## src/rtl/mux_core_pkg.sv

```systemverilog
// Shared select encodings, result payload and limits for the mux_core leaf cell.
package mux_core_pkg;

    localparam int unsigned MAX_SYNC_STAGES = 4;
    localparam int unsigned SEL_W           = 2;

    typedef enum logic [SEL_W-1:0] {
        SEL_PASS  = 2'b00,
        SEL_SWAP  = 2'b01,
        SEL_ANDOR = 2'b10,
        SEL_XOR   = 2'b11
    } sel_e;

    typedef struct packed {
        logic v;
        logic w;
    } mux_out_t;

endpackage : mux_core_pkg

```

## src/rtl/sync_cell.sv

```systemverilog
// Single-bit reset-to-zero synchronizer chain; STAGES = 0 degenerates to a wire.
module sync_cell #(
    parameter int unsigned STAGES = 2
) (
    input  logic clk,
    input  logic rst_n,
    input  logic din,
    output logic dout
);

    generate
        if (STAGES == 0) begin : g_bypass
            assign dout = din;
        end else begin : g_sync
            logic [STAGES-1:0] q;

            always_ff @(posedge clk or negedge rst_n) begin
                if (!rst_n) begin
                    q <= '0;
                end else begin
                    q[0] <= din;
                    for (int i = 1; i < int'(STAGES); i++) begin
                        q[i] <= q[i-1];
                    end
                end
            end

            assign dout = q[STAGES-1];
        end
    endgenerate

endmodule : sync_cell

```

## src/rtl/mux_core.sv

```systemverilog
// Registered 2-in/2-out function multiplexer with per-bit input synchronizers.
module mux_core
    import mux_core_pkg::*;
#(
    parameter int unsigned SYNC_STAGES = 2
) (
    input  logic       clk,
    input  logic       rst_n,
    input  logic       inx,
    input  logic       iny,
    input  logic [1:0] select,
    output logic       outv,
    output logic       outw
);

    generate
        if (SYNC_STAGES > MAX_SYNC_STAGES) begin : g_bad_stages
            $error("mux_core: SYNC_STAGES out of range");
        end
    endgenerate

    logic             sx;
    logic             sy;
    logic [SEL_W-1:0] ss_bits;
    sel_e             ss;
    mux_out_t         res_c;

    // Select bits are synchronized independently; brief mixed codes are tolerated.
    sync_cell #(.STAGES(SYNC_STAGES)) u_sync_x  (.clk(clk), .rst_n(rst_n), .din(inx),       .dout(sx));
    sync_cell #(.STAGES(SYNC_STAGES)) u_sync_y  (.clk(clk), .rst_n(rst_n), .din(iny),       .dout(sy));
    sync_cell #(.STAGES(SYNC_STAGES)) u_sync_s0 (.clk(clk), .rst_n(rst_n), .din(select[0]), .dout(ss_bits[0]));
    sync_cell #(.STAGES(SYNC_STAGES)) u_sync_s1 (.clk(clk), .rst_n(rst_n), .din(select[1]), .dout(ss_bits[1]));

    assign ss = sel_e'(ss_bits);

    always_comb begin
        res_c = '0;
        case (ss)
            SEL_PASS: begin
                res_c.v = sx;
                res_c.w = sy;
            end
            SEL_SWAP: begin
                res_c.v = sy;
                res_c.w = sx;
            end
            SEL_ANDOR: begin
                res_c.v = sx & sy;
                res_c.w = sx | sy;
            end
            SEL_XOR: begin
                res_c.v = sx ^ sy;
                res_c.w = ~(sx ^ sy);
            end
            default: res_c = '0;
        endcase
    end

    always_ff @(posedge clk or negedge rst_n) begin
        if (!rst_n) begin
            outv <= 1'b0;
            outw <= 1'b0;
        end else begin
            outv <= res_c.v;
            outw <= res_c.w;
        end
    end

endmodule : mux_core

```

## config.mk

```make
export PLATFORM = sky130hd
export DESIGN_NAME = mux_core
export DESIGN_NICKNAME = d
export VERILOG_FILES = /design/src/rtl/mux_core_pkg.sv /design/src/rtl/sync_cell.sv /design/src/rtl/mux_core.sv
export SDC_FILE = /design/constraint.sdc
export NUM_CORES = 1
export LEC_CHECK = 0
export ABC_AREA = 0
export BUFFER_PORTS_ARGS = -buffer_cell sky130_fd_sc_hd__buf_2
export CAP_MARGIN = 20
export CORE_AREA = 2 2 39 41
export CTS_BUF_LIST = sky130_fd_sc_hd__clkbuf_4 sky130_fd_sc_hd__clkbuf_8
export DETAILED_ROUTE_END_ITERATION = 8
export DIE_AREA = 0 0 41 43
export GPL_TIMING_DRIVEN = 0
export PLACE_DENSITY = 0.49
export SLEW_MARGIN = 20
export SYNTH_ARGS = -nofsm -noshare
export SYNTH_HDL_FRONTEND = slang
export SYNTH_SLANG_ARGS = --single-unit
```

## constraint.sdc

```tcl
create_clock -name clk -period 1.8 [get_ports clk]
set_clock_uncertainty 0.2 [all_clocks]
set_input_delay 0.36 -clock clk [delete_from_list [all_inputs] [get_ports clk]]
set_output_delay 0.36 -clock clk [all_outputs]
set_load 0.05 [all_outputs]
```

Yosys cells after proc, flatten, opt, wreduce, memory -nomap -nowiden
Index checks and enable logic that the tools add are counted.
{"block": "classes", "n_addsub": 0, "n_mul": 0, "n_div": 0, "order_cmp": 0, "n_eq_ne": 3, "n_shift": 0, "muxes": 1, "n_bitwise": 4, "n_reduce_logical": 1}
{"op": "2-bit one-hot mux with 4 select lines", "n": 1}
{"op": "2-bit == test, second input constant", "n": 2}
{"op": "2-bit by 1-bit == test with 1-bit output, second input constant", "n": 1}
{"op": "2-bit zero test", "n": 1}
{"op": "1-bit bitwise AND", "n": 1}
{"op": "1-bit inverter", "n": 1}
{"op": "1-bit bitwise OR", "n": 1}
{"op": "1-bit XOR", "n": 1}
{"block": "totals", "regBits": 10, "latch_bits": 0, "mem_bits_rw": 0, "mem_bits_ro": 0, "in_bits": 6, "out_inout_bits": 2, "wordCells": 15, "memories": 0}

Depth between registers and ports, before layout
Gate-level depths: netlist (run 1).
{"block": "depth", "ltp_word": 3, "depth_mapped": 4, "ltp_nobuf": 4}

Modules after synthesis
From an unflattened synthesis (run 1), not the netlist that was laid out.
{"block": "unflattened", "hier_cells": 18, "area_unflattened_um2": 342.8}
{"mod": "sync_cell", "instances": 4, "cells_per_inst": 2, "area_per_inst_um2": 50.0, "seq_area_each_um2": 50.0}
{"mod": "mux_core", "instances": 1, "cells_per_inst": 10, "area_per_inst_um2": 142.6, "seq_area_each_um2": 50.0}

Worst setup path before layout (run 1)
Ideal clock, no wire load.
{"block": "synth_path", "kind": "reg-to-reg", "start": "register u_sync_x.g_sync.q[1]", "end": "register outw", "setup_ps": 140, "t_arrival_ps": 1131, "t_required_ps": 1460, "path_slack_ps": 329, "stages_incl_launch_ff": 5, "path_buffers": 0, "synth_period_minus_slack_ps": 1471, "path_cell_list": "dfrtp_1 inv_1 ha_1 inv_1 mux4_1"}
{"element": "from (decl)", "line_no": "sync_cell.sv:15", "text": "logic [STAGES-1:0] q;"}
{"element": "from (signal, indexed assignment)", "line_no": "sync_cell.sv:23", "text": "q[i] <= q[i-1];"}
{"element": "to (signal assigned)", "line_no": "mux_core.sv:65", "text": "outw <= res_c.w;"}
{"element": "to (decl)", "line_no": "mux_core.sv:13", "text": "output logic outw"}

==> results.toml, run 1 <==
[worst_hold_path]
whs_path_depth = 1
hold_class = "primary input to flip-flop"

[yosys]
netlist_area_um2 = 343
ys_ff_latch = 10
synth_top_area_cell = "dfrtp_1"
syn_inst = 18
synthTopCellsByArea = "dfrtp_1 73%, mux4_1 15%, ha_1 7.3%, inv_1 4.4%"
avgSynthCellArea_um2 = 19.0
yosysWarningCount = 0
synth_fp_nets = 26
ys_types = 4
yosysTopAreaCellShare_pct = 73.0
yosysSeqAreaShare_pct = 73.0

[run]
maxCapViolations = 0

[run_status]
status = "completed"

[placed_design]
port_buffers = 7
gp_congestion = 0.570
pre_cts_ws_ns = 0.251

[grt]
grt-ovfl-total = 0
grt_pass1_vias = 164
grt_max_degree = 11
grt.busiest_layer = "met1"
grt_pass1_wl_um = 662
grt_usage_pct = 6.65
use_met2_pct = 7.50
gr-usage-met3_pct = 4.71
grtUsageMet1_pct = 7.85
antenna_found_initial = 0

[route]
wirelength_um = 428
drt_pass1_iterations = 2
wl_per_cell_um = 9.11
ant_nets = 0
drc = 0
initialDrtViolationCount = 1
num_vias = 180
post_drt_via_cell_ratio = 3.83

[cts]
path_clk_slew_ns = 0.06
cts_setup_buffers = 0
cts_buffer_depth = 2
cts_inserted_buffers = 3
cts-resized-gates = 0
worst_skew_pair.late_latency_ns = 0.25
clock-root-buffer = "clkbuf_4"
cts_num_sinks = 10
cts_max_level = 1
cts_tree = "yes"

[floorplanning]
die_area_um2 = 1760
die_h_um = 43
rows = 14
start_util_pct = 24.8
die_w_um = 41
io_pins = 8
core_area_um2 = 1380

[finish]
layout.nets = 41
area_growth_pct = 31.4
n_antenna_cell = 0
final_util_pct = 32.5
drive_gt1_share_pct = 32.3

[sta]
fmax_mhz = 653
finalHoldViolations = 0
fin_hold_ws_ns = 0.0132
fin_setup_tns_ns = 0
setup_viol = 0
rsz0062_at_grt = "no"
tightest_slew_ns = 0.247
fin_crit_sh_pct = 85.1
relSlewSlack_pct = 83.6
setup_ws_ns = 0.269
layout_min_cycle_time_ns = 1.53
drv_slew = 0

[power]
powerDensity_nw_per_um2 = 962
total_leakage_power_nw = 0.226
ir_drop_v = 0.000340

[critical_path]
crit_required_ns = 1.72
r2r_cells = 3
cp-end-kind = "flip-flop"
crit_path_start_kind = "flip-flop"
crit_type = "flip-flop to flip-flop"
critPathMaxFanout = 4
cp.arrival_ns = 1.45
==> layout make-up <==
| class | instances | area (um2) |
|---|---|---|
| Fill cell | 142 | 933 |
| Sequential cell | 10 | 250 |
| Multi-Input combinational cell | 4 | 77.6 |
| Timing Repair Buffer | 10 | 65.1 |
| Clock buffer | 3 | 22.5 |
| Tap cell | 16 | 20.0 |
| Inverter | 4 | 15.0 |
==> final timing paths <==
kind,start,endpoint,slack (ns)
setup / recovery,u_sync_x.g_sync.q[1]$_DFF_PN0_,outv$_DFF_PN0_,0.27
hold / removal,select[1],u_sync_s1.g_sync.q[0]$_DFF_PN0_,0.01
setup reg to reg,u_sync_x.g_sync.q[1]$_DFF_PN0_,outv$_DFF_PN0_,0.27
hold reg to reg,u_sync_y.g_sync.q[0]$_DFF_PN0_,u_sync_y.g_sync.q[1]$_DFF_PN0_,0.15
max in group asynchronous,rst_n,u_sync_s0.g_sync.q[1]$_DFF_PN0_,0.91
min in group asynchronous,rst_n,u_sync_y.g_sync.q[0]$_DFF_PN0_,0.30
==> where the power goes <==
part	leakage [nW]	internal [mW]	total, mW	switching [mW]
Combinational	0.0954	0.0203	0.0504	0.0301
Clock	0.0138	0.0764	0.138	0.0616
Sequential	0.117	0.239	0.245	0.00581
==> state kept, by name (all words and copies together), names as in the netlist <==
| name | cells |
|---|---|
| u_sync_s1.g_sync.q | 2 |
| u_sync_x.g_sync.q | 2 |
| u_sync_y.g_sync.q | 2 |
| u_sync_s0.g_sync.q | 2 |
| outw | 1 |
| outv | 1 |
==> cell usage in the layout (no fill, tap or decap) <==
| cell | n |
|---|---|
| dfrtp_1 | 10 |
| ha_1 | 2 |
| dlygate4sd3_1 | 3 |
| clkbuf_4 | 3 |
| inv_1 | 4 |
| buf_2 | 7 |
| mux4_1 | 2 |
==> layer usage <==
metal / up-vias / part of all wire (%)
met5: - / 0
met2: 8 / 49
li1: 88 / -
met3: 0 / 7.7
met1: 84 / 43
met4: 0 / 0
==> cell families (layout without fill, tap and decap cells) <==
group	after synthesis	in the layout	synth area share, %
fa+ha+maj	2	2	7.30
buf+inv	4	17	4.38
flops	10	10	73.0
mux	2	2	15.3
==> Yosys cell counts <==
master   number
inv_1         4
ha_1          2
dfrtp_1      10
mux4_1        2
==> repair_timing <==
action	4_1_cts	5_1_grt
hold endpoints to repair	11	1
setup endpoints to repair	0	0
hold buffers	2	1
==> metrics by stage <==
step / cell area (um2) / power (mW) / instances
3_3_place_gp: 398 / 0.294 / 41
6_report: 450 / 0.433 / 47
4_1_cts: 440 / 0.445 / 46
5_1_grt: 450 / 0.465 / 47
2_1_floorplan: 343 / 0.278 / 18
3_5_place_dp: 398 / 0.296 / 41
==> worst max-delay path: stages, from the launching register on <==
cell and delay, ns:
dfrtp_1 0.37, inv_1 0.05, ha_1 0.29, mux4_1 0.48
No activity file was read; power rests on OpenSTA's default activity.
==> run 2: changes to the inputs <==
--- a/config.mk
+++ b/config.mk
@@ -7,9 +7,10 @@
 export LEC_CHECK = 0
 export ABC_AREA = 0
 export BUFFER_PORTS_ARGS = -buffer_cell sky130_fd_sc_hd__buf_2
-export CAP_MARGIN = 20
+export CAP_MARGIN = 25
 export CORE_AREA = 2 2 39 41
 export CTS_BUF_LIST = sky130_fd_sc_hd__clkbuf_4 sky130_fd_sc_hd__clkbuf_8
+export CTS_CLUSTER_DIAMETER = 80
 export DETAILED_ROUTE_END_ITERATION = 8
 export DIE_AREA = 0 0 41 43
 export GPL_TIMING_DRIVEN = 0
==> constraint.sdc (replaced) <==
create_clock -name clk -period 1.8 [get_ports clk]
set_clock_uncertainty 0.2 [all_clocks]
set_input_delay 0.09 -clock clk [delete_from_list [all_inputs] [get_ports clk]]
set_output_delay 0.09 -clock clk [all_outputs]
set_load 0.05 [all_outputs]
==> run 2 against run 1 <==
Effect of this change:
- largest cell class unchanged
- non-clock buffer count is 2 higher
- critical path type unchanged
- via count up 3.3%
- flip-flop and latch count is the same
- power is 0.78% higher
- critical path depth stayed put
- global-route usage rose by 0.41 points
- setup slack is the same
- clock-buffer cell count did not move
- critical endpoint unchanged
- core utilization grew 1.4 points
- highest routed layer unchanged
- sequential share of layout area down 2.4 points
==> results.toml, run 2 (synthesis results as in run 1) <==
[critical_path]
r2r-end = "outv$_DFF_PN0_"
critPathMaxFanout = 4
path_delay_family = "multiplexers"
crit_required_ns = 1.72
regToRegSetupSlack_ns = 0.27
r2r_cells = 3
path_buf_inv = 1
cpMaxStageDelayCell = "mux4_1"
cp-end-kind = "flip-flop"
cp.arrival_ns = 1.45
crit_type = "flip-flop to flip-flop"
max_stage_delay_ns = 0.48
r2r_start = "u_sync_x.g_sync.q[1]$_DFF_PN0_"
worstPathCellList = "inv_1, ha_1, mux4_1"
crit_path_start_kind = "flip-flop"

[finish]
layout_common_cells = "10 x dfrtp_1, 7 x buf_2, 5 x dlygate4sd3_1, 4 x inv_1, 3 x clkbuf_4"
layout.nets = 43
final_common_cell = "dfrtp_1"
area_growth_pct = 37.2
n_antenna_cell = 0
drive_gt1_share_pct = 30.3
fillers = 139

[cts]
cts_buffer_depth = 2
cts_max_level = 1
cts_num_sinks = 10
clock-root-buffer = "clkbuf_4"
cts_setup_buffers = 0
cts_inserted_buffers = 3
worst_skew_pair.late_latency_ns = 0.25
cts_tree = "yes"
path_clk_slew_ns = 0.06

[route]
num_vias = 186
drc = 0
initialDrtViolationCount = 1
wl_per_cell_um = 9.06
post_drt_via_cell_ratio = 3.80
drt_pass1_iterations = 2
wirelength_um = 444
ant_nets = 0

[power]
p_int_uw = 339
power_frac_clock_pct = 31.6
total_leakage_power_nw = 0.234
p_comb_share_pct = 12.3
powerDensity_nw_per_um2 = 928
power_switching_uw = 98.1
power_frac_seq_pct = 56.1
ir_drop_v = 0.000340
swShare_pct = 22.5
p_total_uw = 437

[sta]
fmax_mhz = 653
fin_hold_ws_ns = 0.0285
finalHoldViolations = 0
rsz0062_at_grt = "no"
relSlewSlack_pct = 83.6
fin_setup_tns_ns = 0
tightest_slew_ns = 0.247
drv_slew = 0
fin_crit_sh_pct = 85.1
setup_viol = 0
layout_min_cycle_time_ns = 1.53

[grt]
grt_max_degree = 11
grt_pass1_wl_um = 717
grt_pass1_vias = 184
antenna_found_initial = 0
grt_usage_pct = 7.06
grt-ovfl-total = 0

[floorplanning]
io_pins = 8
die_w_um = 41
core_area_um2 = 1380
rows = 14
die_h_um = 43
die_area_um2 = 1760
start_util_pct = 24.8

[placed_design]
gp_congestion = 0.570
port_buffers = 7

[run_status]
status = "completed"

[run]
maxCapViolations = 0

[worst_hold_path]
hold_class = "primary input to asynchronous set/reset pin"
run 2: repair_timing:
item	CTS	global route
resized for setup	0	0
hold endpoints to repair	14	0
hold buffers	5	0
run 2: layer usage:
| layer | track usage (%) | vias up | share of wire [%] |
|---|---|---|---|
| met3 | 4.71 | 0 | 7.4 |
| met2 | 8.75 | 8 | 50 |
| li1 | - | 92 | - |
| met1 | 7.85 | 86 | 42 |
| met4 | 6.00 | 0 | 0 |
| met5 | 0 | - | 0 |
run 2: metrics by stage:
step           instance area, um2  worst slack (ns)  instances  util [%]
6_report                      470             0.269         49      34.0
5_1_grt                       470             0.183         49      34.0
4_1_cts                       470             0.243         49      34.0
3_5_place_dp                  398             0.251         41      28.8
3_3_place_gp                  398             0.294         41      28.8
2_1_floorplan                 343             0.329         18         -
run 2: how the worst max path moves through the flow:
stage | startpoint | to | slack (ns) | depth (start not counted)
final | u_sync_x.g_sync.q[1]$_DFF_PN0_ | outv$_DFF_PN0_ | 0.27 | 3
after global routing | u_sync_x.g_sync.q[1]$_DFF_PN0_ | outv$_DFF_PN0_ | 0.18 | 3
after CTS | u_sync_x.g_sync.q[1]$_DFF_PN0_ | outv$_DFF_PN0_ | 0.24 | 3
after detailed placement | u_sync_x.g_sync.q[1]$_DFF_PN0_ | outv$_DFF_PN0_ | 0.25 | 3
after global placement | u_sync_x.g_sync.q[1]$_DFF_PN0_ | outw$_DFF_PN0_ | 0.29 | 4
after floorplan | u_sync_x.g_sync.q[1]$_DFF_PN0_ | outw$_DFF_PN0_ | 0.33 | 4
run 2: cell type report:
cell class / instances / area [um2] / share of cell area [%]
repair buffers: 12 / 85.1 / 18.1
inverters: 4 / 15.0 / 3.19
multi-input cells: 4 / 77.6 / 16.5
well taps: 16 / 20.0 / 4.26
clock buffers: 3 / 22.5 / 4.79
flip-flops and latches: 10 / 250 / 53.2
run 2: worst reg2reg max path, stage by stage, from the launching register on:
cell	delay (ns)
dfrtp_1	0.37
inv_1	0.05
ha_1	0.29
mux4_1	0.48
run 2: power groups by stage:
stage               Combinational (mW)  Sequential, mW  Clock, mW
finish                          0.0537           0.245      0.138
global route                    0.0600           0.246      0.162
CTS                             0.0548           0.245      0.150
detailed placement              0.0467           0.249          0
global placement                0.0452           0.248          0
floorplan                       0.0114           0.267          0
